`config.mk`:
```
export PLATFORM = sky130hd
export DESIGN_NAME = msg_streamer
export DESIGN_NICKNAME = d
export VERILOG_FILES = /design/src/rtl/msg_streamer.sv
export SDC_FILE = /design/constraint.sdc
export NUM_CORES = 1
export LEC_CHECK = 0
export BUFFER_PORTS_ARGS = -buffer_cell sky130_fd_sc_hd__buf_2
export CORE_ASPECT_RATIO = 1.2
export CORE_UTILIZATION = 35
export DETAILED_ROUTE_END_ITERATION = 12
export GPL_TIMING_DRIVEN = 0
export PLACE_DENSITY = 0.54
export SYNTH_ARGS = -nofsm -noshare
export SYNTH_HDL_FRONTEND = slang
export SYNTH_SLANG_ARGS = --single-unit
```
`constraint.sdc`:
```
create_clock -name clk -period 2.1 [get_ports clk]
set_clock_uncertainty 0.05 [all_clocks]
set_input_delay 0.21 -clock clk [delete_from_list [all_inputs] [get_ports clk]]
set_output_delay 0.21 -clock clk [all_outputs]
set_load 0.005 [all_outputs]
```
`src/rtl/msg_streamer.sv`:
```
// msg_streamer: multi-message character ROM with a built-in byte sequencer.
// A start pulse selects a message slot. The block then streams that slot's
// NUL-terminated text one byte per valid/ready handshake into a byte sink,
// such as a UART transmitter.
//
// Ports:
//   clk       system clock
//   rst_n     synchronous reset, active low
//   start     one-cycle request, sampled only in IDLE
//   msg_sel   message slot index, captured with start
//   rep_mode  when set in DONE, the same message restarts from byte 0
//   abort     leaves any non-IDLE state for IDLE without a done pulse
//   tx_data   current byte (valid while tx_valid)
//   tx_valid  byte offered to the sink
//   tx_ready  sink accepts the byte on tx_valid && tx_ready at a clk edge
//   busy      high in every state except IDLE
//   done      one-cycle pulse: the message is complete
//   err       one-cycle pulse: start was given with msg_sel >= NUM_MSGS
module msg_streamer #(
    parameter int NUM_MSGS = 2,
    parameter int MSG_LEN  = 16,
    parameter int DATA_W   = 8,
    localparam int MSG_W   = (NUM_MSGS > 1) ? $clog2(NUM_MSGS) : 1,
    localparam int IDX_W   = $clog2(MSG_LEN + 1)
) (
    input  logic              clk,
    input  logic              rst_n,
    input  logic              start,
    input  logic [MSG_W-1:0]  msg_sel,
    input  logic              rep_mode,
    input  logic              abort,
    output logic [DATA_W-1:0] tx_data,
    output logic              tx_valid,
    input  logic              tx_ready,
    output logic              busy,
    output logic              done,
    output logic              err
);

    localparam logic [1:0] IDLE  = 2'd0;
    localparam logic [1:0] FETCH = 2'd1;
    localparam logic [1:0] SEND  = 2'd2;
    localparam logic [1:0] DONE  = 2'd3;

    logic [1:0]       state;
    logic [MSG_W-1:0] sel;
    logic [IDX_W-1:0] idx;
    logic [DATA_W-1:0] rom_q;

    // Fixed message text. Every byte beyond the text reads as 0x00. This pads
    // each slot, and it leaves slots 2 and above empty. A slot shorter than its
    // text (small MSG_LEN) is cut off by the idx == MSG_LEN check in FETCH.
    function automatic logic [7:0] rom_char(input int s, input int i);
        logic [7:0] b;
        b = 8'h00;
        if (s == 0) begin
            case (i)
                0:  b = 8'h48;  // H
                1:  b = 8'h65;  // e
                2:  b = 8'h6C;  // l
                3:  b = 8'h6C;  // l
                4:  b = 8'h6F;  // o
                5:  b = 8'h20;  // ' '
                6:  b = 8'h57;  // W
                7:  b = 8'h6F;  // o
                8:  b = 8'h72;  // r
                9:  b = 8'h6C;  // l
                10: b = 8'h64;  // d
                11: b = 8'h21;  // !
                12: b = 8'h0A;
                13: b = 8'h0D;
                default: b = 8'h00;
            endcase
        end else if (s == 1) begin
            case (i)
                0: b = 8'h42;   // B
                1: b = 8'h79;   // y
                2: b = 8'h65;   // e
                3: b = 8'h21;   // !
                4: b = 8'h0A;
                5: b = 8'h0D;
                default: b = 8'h00;
            endcase
        end
        return b;
    endfunction

    assign rom_q = DATA_W'(rom_char(int'(sel), int'(idx)));

    assign busy = (state != IDLE);
    assign done = (state == DONE);

    always_ff @(posedge clk) begin
        if (!rst_n) begin
            state    <= IDLE;
            tx_data  <= '0;
            tx_valid <= 1'b0;
            err      <= 1'b0;
            idx      <= '0;
            sel      <= '0;
        end else begin
            err <= 1'b0;
            // Abort only acts while streaming. In IDLE it is ignored, so a
            // start given in the same cycle as abort is still honoured.
            if (abort && state != IDLE) begin
                state    <= IDLE;
                tx_valid <= 1'b0;
            end else begin
                case (state)
                    IDLE: begin
                        if (start) begin
                            if (32'(msg_sel) < NUM_MSGS) begin
                                sel   <= msg_sel;
                                idx   <= '0;
                                state <= FETCH;
                            end else begin
                                err <= 1'b1;
                            end
                        end
                    end
                    FETCH: begin
                        if (int'(idx) == MSG_LEN || rom_q == '0) begin
                            state <= DONE;
                        end else begin
                            tx_data  <= rom_q;
                            tx_valid <= 1'b1;
                            state    <= SEND;
                        end
                    end
                    SEND: begin
                        if (tx_ready) begin
                            tx_valid <= 1'b0;
                            idx      <= idx + IDX_W'(1);
                            state    <= FETCH;
                        end
                    end
                    default: begin  // DONE
                        if (rep_mode) begin
                            idx   <= '0;
                            state <= FETCH;
                        end else begin
                            state <= IDLE;
                        end
                    end
                endcase
            end
        end
    end

endmodule

```
==> results.cfg, run 1 <==
[sta]
period_share_pct = 104
rsz0062_at_grt = true
setup_viol = 3
timing.final.ws_setup_ns = -0.0830
finalCriticalPeriod_ns = 2.18
max_freq_ghz = 0.458
hold_violations = 0
drv_slew = 0
slew_headroom_pct = 58.5
worstMarginPinSlew_ns = 0.623

[synth]
synth_seq_area_share_pct = 27.3
async_reset_ff_share_pct = 0
netlist_area_um2 = 1690
synth_edf_count = 0
synth_top_area_cell = dfxtp_1
syn_avg_cell_area_um2 = 8.52
yosysTopAreaCellShare_pct = 27.3
synth.distinct_cells = 58
synth-main-ff-cell = dfxtp_1
netlist_top_cells_area = dfxtp_1, ha_1, mux2i_1, nand2_1, nor2b_1
synth-seq-cells = 23
synth-warning-count = 0
synthCells = 198

[floorplan]
row_count = 27
dieArea_um2 = 5110
start_util_pct = 36.7
die_x_um = 65.4
core-area_um2 = 4590
die_h_um = 78.1
io_pins = 19

[clock_tree]
cts_tree = built
clk_latency_ns = 0.27
cts_sinks = 23
cts_root_buf = clkbuf_8
clk_pin_slew_worst_paths_ns = 0.09
clockBufferDepth = 2
cts_hold_buf = 0
cts_max_level = 1
numCtsBuffers = 3

[placement]
numPortBuffers = 16
gp_congestion = 0.814
dpl.hpwl_um = 2950
place_ws_ns = -0.459

[worst_setup_path]
worstPathCellList = buf_6 > and4b_4 > nor3_4 > inv_2 > o21ai_4 > nand2_2 > ha_4 > o31ai_2 > mux2_4
cp-end-kind = flop
worst-path-max-fanout = 6
slowest_delay_ns = 0.34
cp.arrival_ns = 2.35
crit_slowest_cell = dfxtp_2
cp.required_ns = 2.26
crit_path_start_kind = flop
crit_type = reg2reg

[power_and_ir_drop]
p_leak_nw = 0.933
p_comb_share_pct = 22.3
switching_power_w = 0.000271
p_int_w = 0.000686
power_density_nw_per_um2 = 435
ir_drop_uv = 233
clkPwrFrac_pct = 29.9
seqPwrFrac_pct = 47.7
switching_share_pct = 28.3

[final_layout]
final_common_cell = nand2_1
final_util_pct = 47.9
drive_gt1_share_pct = 39.4
finalNetCount = 254
final_cell_mix = nand2_1, buf_2, dfxtp_1
multiInputGateArea_um2 = 1260
nFillCells = 466
seq_area_um2 = 469
syn_to_final_growth_pct = 30.4
antennaDiodeCount = 0

[drt]
first_pass_iters = 4
vias = 1504
drc_errors = 0
wl_per_cell_um = 14.2
routed_wl_um = 4180
ant_nets = 0
viasPerCell = 5.12
first_iter_violations = 64

[global_routing]
grt_pass1_vias = 1347
antenna_found_initial = 0
grt_pass1_wl_um = 6460
track_usage_pct = 16.3
grt_max_degree = 14
gr-total-overflow = 0

[status]
status = finished, violations left
violations = setup timing

[min_path]
hold_path_class = in2reg

[flow_run]
drv_cap = 0
-- critical path: cells and delay by family, from the launching register on --
family | cells | cell delay [ns]
AOI/OAI and AO/OA | 2 | 0.46
muxes | 1 | 0.20
and+or+nand+nor | 3 | 0.61
buffers and inverters | 2 | 0.21
adders and majority gates | 1 | 0.26
DFF | 1 | 0.34
-- cells by family after synthesis --
group           share of synthesized area, %
compound gates                          19.3
xor+xnor                               0.519
fa+ha+maj                               7.41
buf+inv                                 7.49
flops                                   27.3
mux                                     8.60
other cells                            0.222
simple gates                            29.1
-- metrics by stage --
step | cell area [um2] | hold WS, ns | setup TNS, ns | std cells | total power [W]
after floorplan | 1690 | 0.238 | 0 | 199 | 0.000589
after global placement | 1840 | 0.379 | -2.16 | 273 | 0.000635
after detailed placement | 1840 | 0.405 | -2.23 | 273 | 0.000636
after CTS | 2090 | 0.151 | -0.111 | 287 | 0.000953
after global routing | 2200 | 0.190 | -0.779 | 294 | 0.00100
final | 2200 | 0.150 | -0.185 | 294 | 0.000957
-- power groups by stage --
stage          clock network (W)  registers, W  logic, W
2_1_floorplan                  0      0.000468  0.000121
3_3_place_gp                   0      0.000468  0.000168
3_5_place_dp                   0      0.000469  0.000168
4_1_cts                 0.000296      0.000459  0.000198
5_1_grt                 0.000308      0.000459  0.000233
6_report                0.000286      0.000457  0.000214
-- path summary, 6_finish.rpt --
path / from / endpoint / slack (ns) / cells after the start
min reg2reg: tx_data[6] / tx_data[6] / 0.41 / 2
max: state[0] / flop / -0.08 / 9
max reg2reg: state[0] / flop / -0.08 / 9
min: msg_sel / sel / 0.15 / 3
-- per-layer routing --
layer	up-vias	GRT usage, %	share of wire [%]
met4	0	4.78	1.0
met1	708	20.7	45
met2	26	28.9	51
met3	4	1.31	3.1
met5	-	0	0
li1	766	-	-
-- synth_stat cells, drive strengths merged (3+ instances only) --
| cell | number |
|---|---|
| a21oi | 7 |
| dfxtp | 23 |
| ha | 10 |
| and2 | 5 |
| o21ai | 12 |
| nand3 | 3 |
| a31oi | 3 |
| mux2i | 10 |
| inv | 13 |
| nor3b | 3 |
| buf | 10 |
| mux2 | 4 |
| nand2 | 24 |
| nor2 | 15 |
| nor2b | 9 |
| nor3 | 5 |
-- timing repair --
action | in CTS | in global routing
endpoints found under the setup margin | 14 | 14
endpoints found under the hold margin | 0 | 0
pin swaps | 7 | 8
buffers inserted | 10 | 7
gates resized for setup | 27 | 13
-- area by class of cell --
| cell class | instances | share of cell area [%] |
|---|---|---|
| plain buffers | 12 | 3.81 |
| clock buffers | 3 | 1.88 |
| flip-flops and latches | 23 | 21.3 |
| repair buffers | 33 | 10.0 |
| clock inverters | 1 | 0.227 |
| well taps | 58 | 3.30 |
| multi-input cells | 151 | 57.2 |
| inverters | 13 | 2.22 |
Note: power is estimated with default switching activity, not from simulation.
==> run 2: changes to the inputs <==
Settings changed: CORE_MARGIN set to 10.
==> results.cfg, run 2 (synthesized netlist as in run 1, its figures left out) <==
[global_routing]
grt_max_degree = 14
grt_pass1_vias = 1491
gr-total-overflow = 0
antenna_found_initial = 0
track_usage_pct = 11.0
grt_pass1_wl_um = 7200

[flow_run]
drv_cap = 0

[worst_setup_path]
cp_num_buf_inv = 2
crit_path_start_kind = flop
crit_slowest_cell = dfxtp_2
crit_top_cell = o21ai_4
slowest_delay_ns = 0.33
worst-path-max-fanout = 5
crit_type = reg2reg
cp.required_ns = 2.23
cp_top_family = simple AND/OR/NAND/NOR gates
worstPathCellList = buf_6 > and4b_4 > nor3_4 > inv_2 > o21ai_4 > and2_4 > ha_4 > o21ai_4 > a21boi_2 > o211ai_1
cp.arrival_ns = 2.28
cp-end-kind = flop

[final_layout]
final_common_cell = nand2_1
finalNetCount = 253
antennaDiodeCount = 0
final_cell_mix = nand2_1, dfxtp_1, buf_2
drive_gt1_share_pct = 39.6
nFillCells = 463
final_area_um2 = 2180
syn_to_final_growth_pct = 29.4

[floorplan]
row_count = 27
die_h_um = 96.1
die_x_um = 83.4
start_util_pct = 36.5
dieArea_um2 = 8010
io_pins = 19
core-area_um2 = 4630

[placement]
post_dp_cell_area_um2 = 1840
dpl.hpwl_um = 3100
numPortBuffers = 16
gp_congestion = 0.841

[clock_tree]
clk_pin_slew_worst_paths_ns = 0.09
numCtsBuffers = 3
cts_root_buf = clkbuf_8
clockBufferDepth = 2
cts_sinks = 23
clk_latency_ns = 0.28
cts_max_level = 1
cts_tree = built

[drt]
ant_nets = 0
viasPerCell = 5.00
first_iter_violations = 67
wl_per_cell_um = 14.7
drc_errors = 0
routed_wl_um = 4300
first_pass_iters = 4
vias = 1465

[sta]
timing.final.ws_setup_ns = -0.0469
hold_ws_ns = 0.132
drv_slew = 0
setup_viol = 4
hold_violations = 0
finalCriticalPeriod_ns = 2.15
period_share_pct = 102
max_freq_ghz = 0.466
slew_headroom_pct = 54.3
rsz0062_at_grt = true
worstMarginPinSlew_ns = 0.685

[min_path]
hold_path_class = in2reg

[power_and_ir_drop]
power_density_nw_per_um2 = 439
ir_drop_uv = 183
p_leak_nw = 0.921
power_w = 0.000958

[status]
violations = setup timing
status = finished, violations left
## run 2: routing by layer
| layer | global-route usage (%) | wire (um) | vias to the layer above |
|---|---|---|---|
| met3 | 2.87 | 117 | 9 |
| li1 | - | - | 769 |
| met5 | 0 | 0 | - |
| met1 | 12.0 | 1920 | 671 |
| met2 | 19.6 | 2140 | 16 |
| met4 | 5.40 | 113 | 0 |
## run 2: final cells by class
type	instances	area, um2	area share (%)
Buffer	12	85.1	3.90
Tap cell	58	72.6	3.32
Multi-Input combinational cell	151	1260	57.7
Timing Repair Buffer	32	204	9.34
Sequential cell	23	465	21.3
Inverter	13	51.3	2.35
Clock inverter	1	5.00	0.229
Clock buffer	3	41.3	1.89
## run 2: worst reg2reg max path, delay by kind of cell (launching register included)
kind	cells	cell delay, ns
buffers and inverters	2	0.21
and+or+nand+nor	3	0.70
AOI/OAI and AO/OA	4	0.61
DFF	1	0.33
adders and majority gates	1	0.15
## run 2: through the flow
stage / instances / utilization (%) / setup slack, ns / TNS, ns
2_1_floorplan: 199 / - / 0.000719 / 0
3_3_place_gp: 273 / 39.8 / -0.441 / -2.14
3_5_place_dp: 273 / 39.8 / -0.448 / -2.08
4_1_cts: 289 / 45.4 / -0.0503 / -0.0910
5_1_grt: 293 / 47.2 / -0.146 / -0.671
6_report: 293 / 47.2 / -0.0469 / -0.124
## run 2: repair_timing
item / in CTS / in global routing
gates resized for setup: 31 / 11
endpoints found under the setup margin: 14 / 14
hold buffers: 0 / 0
setup buffers: 12 / 4
pin swaps: 10 / 11
## run 2: worst paths after layout
check,depth (start not counted),start,to,slack (ns)
setup / recovery,10,state[0],flop,-0.05
hold / removal,3,msg_sel,sel,0.13
setup reg to reg,10,state[0],flop,-0.05
hold reg to reg,2,tx_valid,tx_valid,0.40
## run 2: where the power goes
| part | internal [W] | leakage, nW | switching (W) |
|---|---|---|---|
| logic | 0.000103 | 0.709 | 0.000105 |
| registers | 0.000449 | 0.187 | 0.00000838 |
| clock network | 0.000133 | 0.0255 | 0.000160 |
==> run 3: changes to the inputs <==
Settings changed: CORE_UTILIZATION 35 to 45, PLACE_DENSITY 0.54 to 0.64.
Clock period 2.1 ns to 2.2 ns, I/O delays scaled along.
==> results.cfg, run 3 (synthesized netlist as in run 1, its figures left out) <==
[status]
status = complete, no violations

[sta]
worstMarginPinSlew_ns = 0.592
setup_viol = 0
drv_slew = 0
slew_headroom_pct = 60.6
period_share_pct = 98.0
max_freq_ghz = 0.464
hold_violations = 0
finalCriticalPeriod_ns = 2.16

[floorplan]
start_util_pct = 46.5
io_pins = 19
row_count = 24
core-area_um2 = 3630
die_h_um = 87.1
die_x_um = 75.9
dieArea_um2 = 6610

[clock_tree]
cts_max_level = 1
clk_pin_slew_worst_paths_ns = 0.09
clockBufferDepth = 2
cts_tree = built
cts_hold_buf = 0
cts_root_buf = clkbuf_8
cts_sinks = 23
numCtsBuffers = 3
clk_latency_ns = 0.28

[global_routing]
track_usage_pct = 12.4
antenna_found_initial = 0
grt_pass1_vias = 1420
grt_pass1_wl_um = 6820
gr-total-overflow = 0
grt_max_degree = 14

[worst_setup_path]
r2r_setup_slack_ns = 0.04
crit_top_cell = o21ai_4
slowest_delay_ns = 0.33
crit_slowest_cell = dfxtp_2
cp.arrival_ns = 2.28
worst-path-max-fanout = 5
cp-end-kind = flop
worstPathCellList = buf_6 > and4b_4 > nor3_4 > inv_2 > o21ai_4 > and2_4 > ha_4 > o21ai_4 > a21boi_2 > o211ai_1
crit_type = reg2reg
crit_path_start_kind = flop
cp.required_ns = 2.33

[drt]
routed_wl_um = 4210
ant_nets = 0
drc_errors = 0
vias = 1485
first_pass_iters = 4
first_iter_violations = 91
wl_per_cell_um = 15.0
viasPerCell = 5.28

[min_path]
hold_path_class = in2reg

[final_layout]
antennaDiodeCount = 0
multiInputGateArea_um2 = 1260
drive_gt1_share_pct = 35.4
final_common_cell = nand2_1
finalNetCount = 247
seq_area_um2 = 463
finalNonFillerCells = 281
syn_to_final_growth_pct = 26.2
nFillCells = 361
final_cell_mix = nand2_1, dfxtp_1, buf_2

[placement]
placed_cells = 267
dpl.hpwl_um = 2950
numPortBuffers = 16
gp_congestion = 0.824

[power_and_ir_drop]
power_w = 0.000908
ir_drop_uv = 211
power_density_nw_per_um2 = 426
p_leak_nw = 0.887

[flow_run]
drv_cap = 0
-- run 3: cell count changes in the layout (fill, tap and decap cells not counted), sizes merged --
| cell | previous run | this run |
|---|---|---|
| buf | 42 | 36 |
-- run 3: area by class of cell --
class                      instances  share of cell area [%]
buffer                            12                    4.11
clock buffer                       3                    1.94
clock inverter                     1                   0.235
inverter                          13                    2.29
multi-input combinational        151                    59.2
sequential                        23                    21.7
tap                               52                    3.05
timing repair buffer              26                    7.46
-- run 3: power by group --
part / leakage [nW] / switching, W / total [W] / internal, W
registers: 0.187 / 0.00000833 / 0.000438 / 0.000430
logic: 0.674 / 0.0000999 / 0.000195 / 0.0000952
clock network: 0.0255 / 0.000148 / 0.000275 / 0.000127
total: 0.887 / 0.000256 / 0.000908 / 0.000652
-- run 3: critical path, delay by kind of cell, from the launching register on --
kind,cells,cell delay [ns]
buffers and inverters,2,0.21
and+or+nand+nor,3,0.66
AOI/OAI and AO/OA,4,0.63
adders and majority gates,1,0.17
DFF,1,0.33
-- run 3: final timing paths --
path             from  endpoint  cells after the start
max          state[0]      flop                     10
min           msg_sel       sel                      3
max reg2reg  state[0]      flop                     10
min reg2reg  tx_valid  tx_valid                      2
-- run 3: through the flow --
stage          hold WS (ns)  setup WS (ns)  util [%]  instance area [um2]  setup TNS, ns
2_1_floorplan         0.248         0.0146         -                 1690              0
3_3_place_gp          0.380         -0.466      50.6                 1840          -2.14
3_5_place_dp          0.383         -0.486      50.6                 1840          -2.34
4_1_cts               0.127        0.00367      54.2                 1970              0
5_1_grt               0.153        -0.0796      58.6                 2130         -0.108
6_report              0.124         0.0448      58.6                 2130              0
-- run 3: what timing repair did --
item / CTS / global route
buffers inserted: 4 / 6
pin swaps: 5 / 9
setup endpoints to repair: 7 / 14
gates resized for setup: 15 / 23
-- run 3: metal layers --
metal / vias up / share of wire, % / global-route usage [%]
li1: 763 / - / -
met2: 29 / 49 / 21.6
met1: 683 / 45 / 14.8
met5: - / 0 / 0
met3: 10 / 3.5 / 1.96
met4: 0 / 2.5 / 5.34
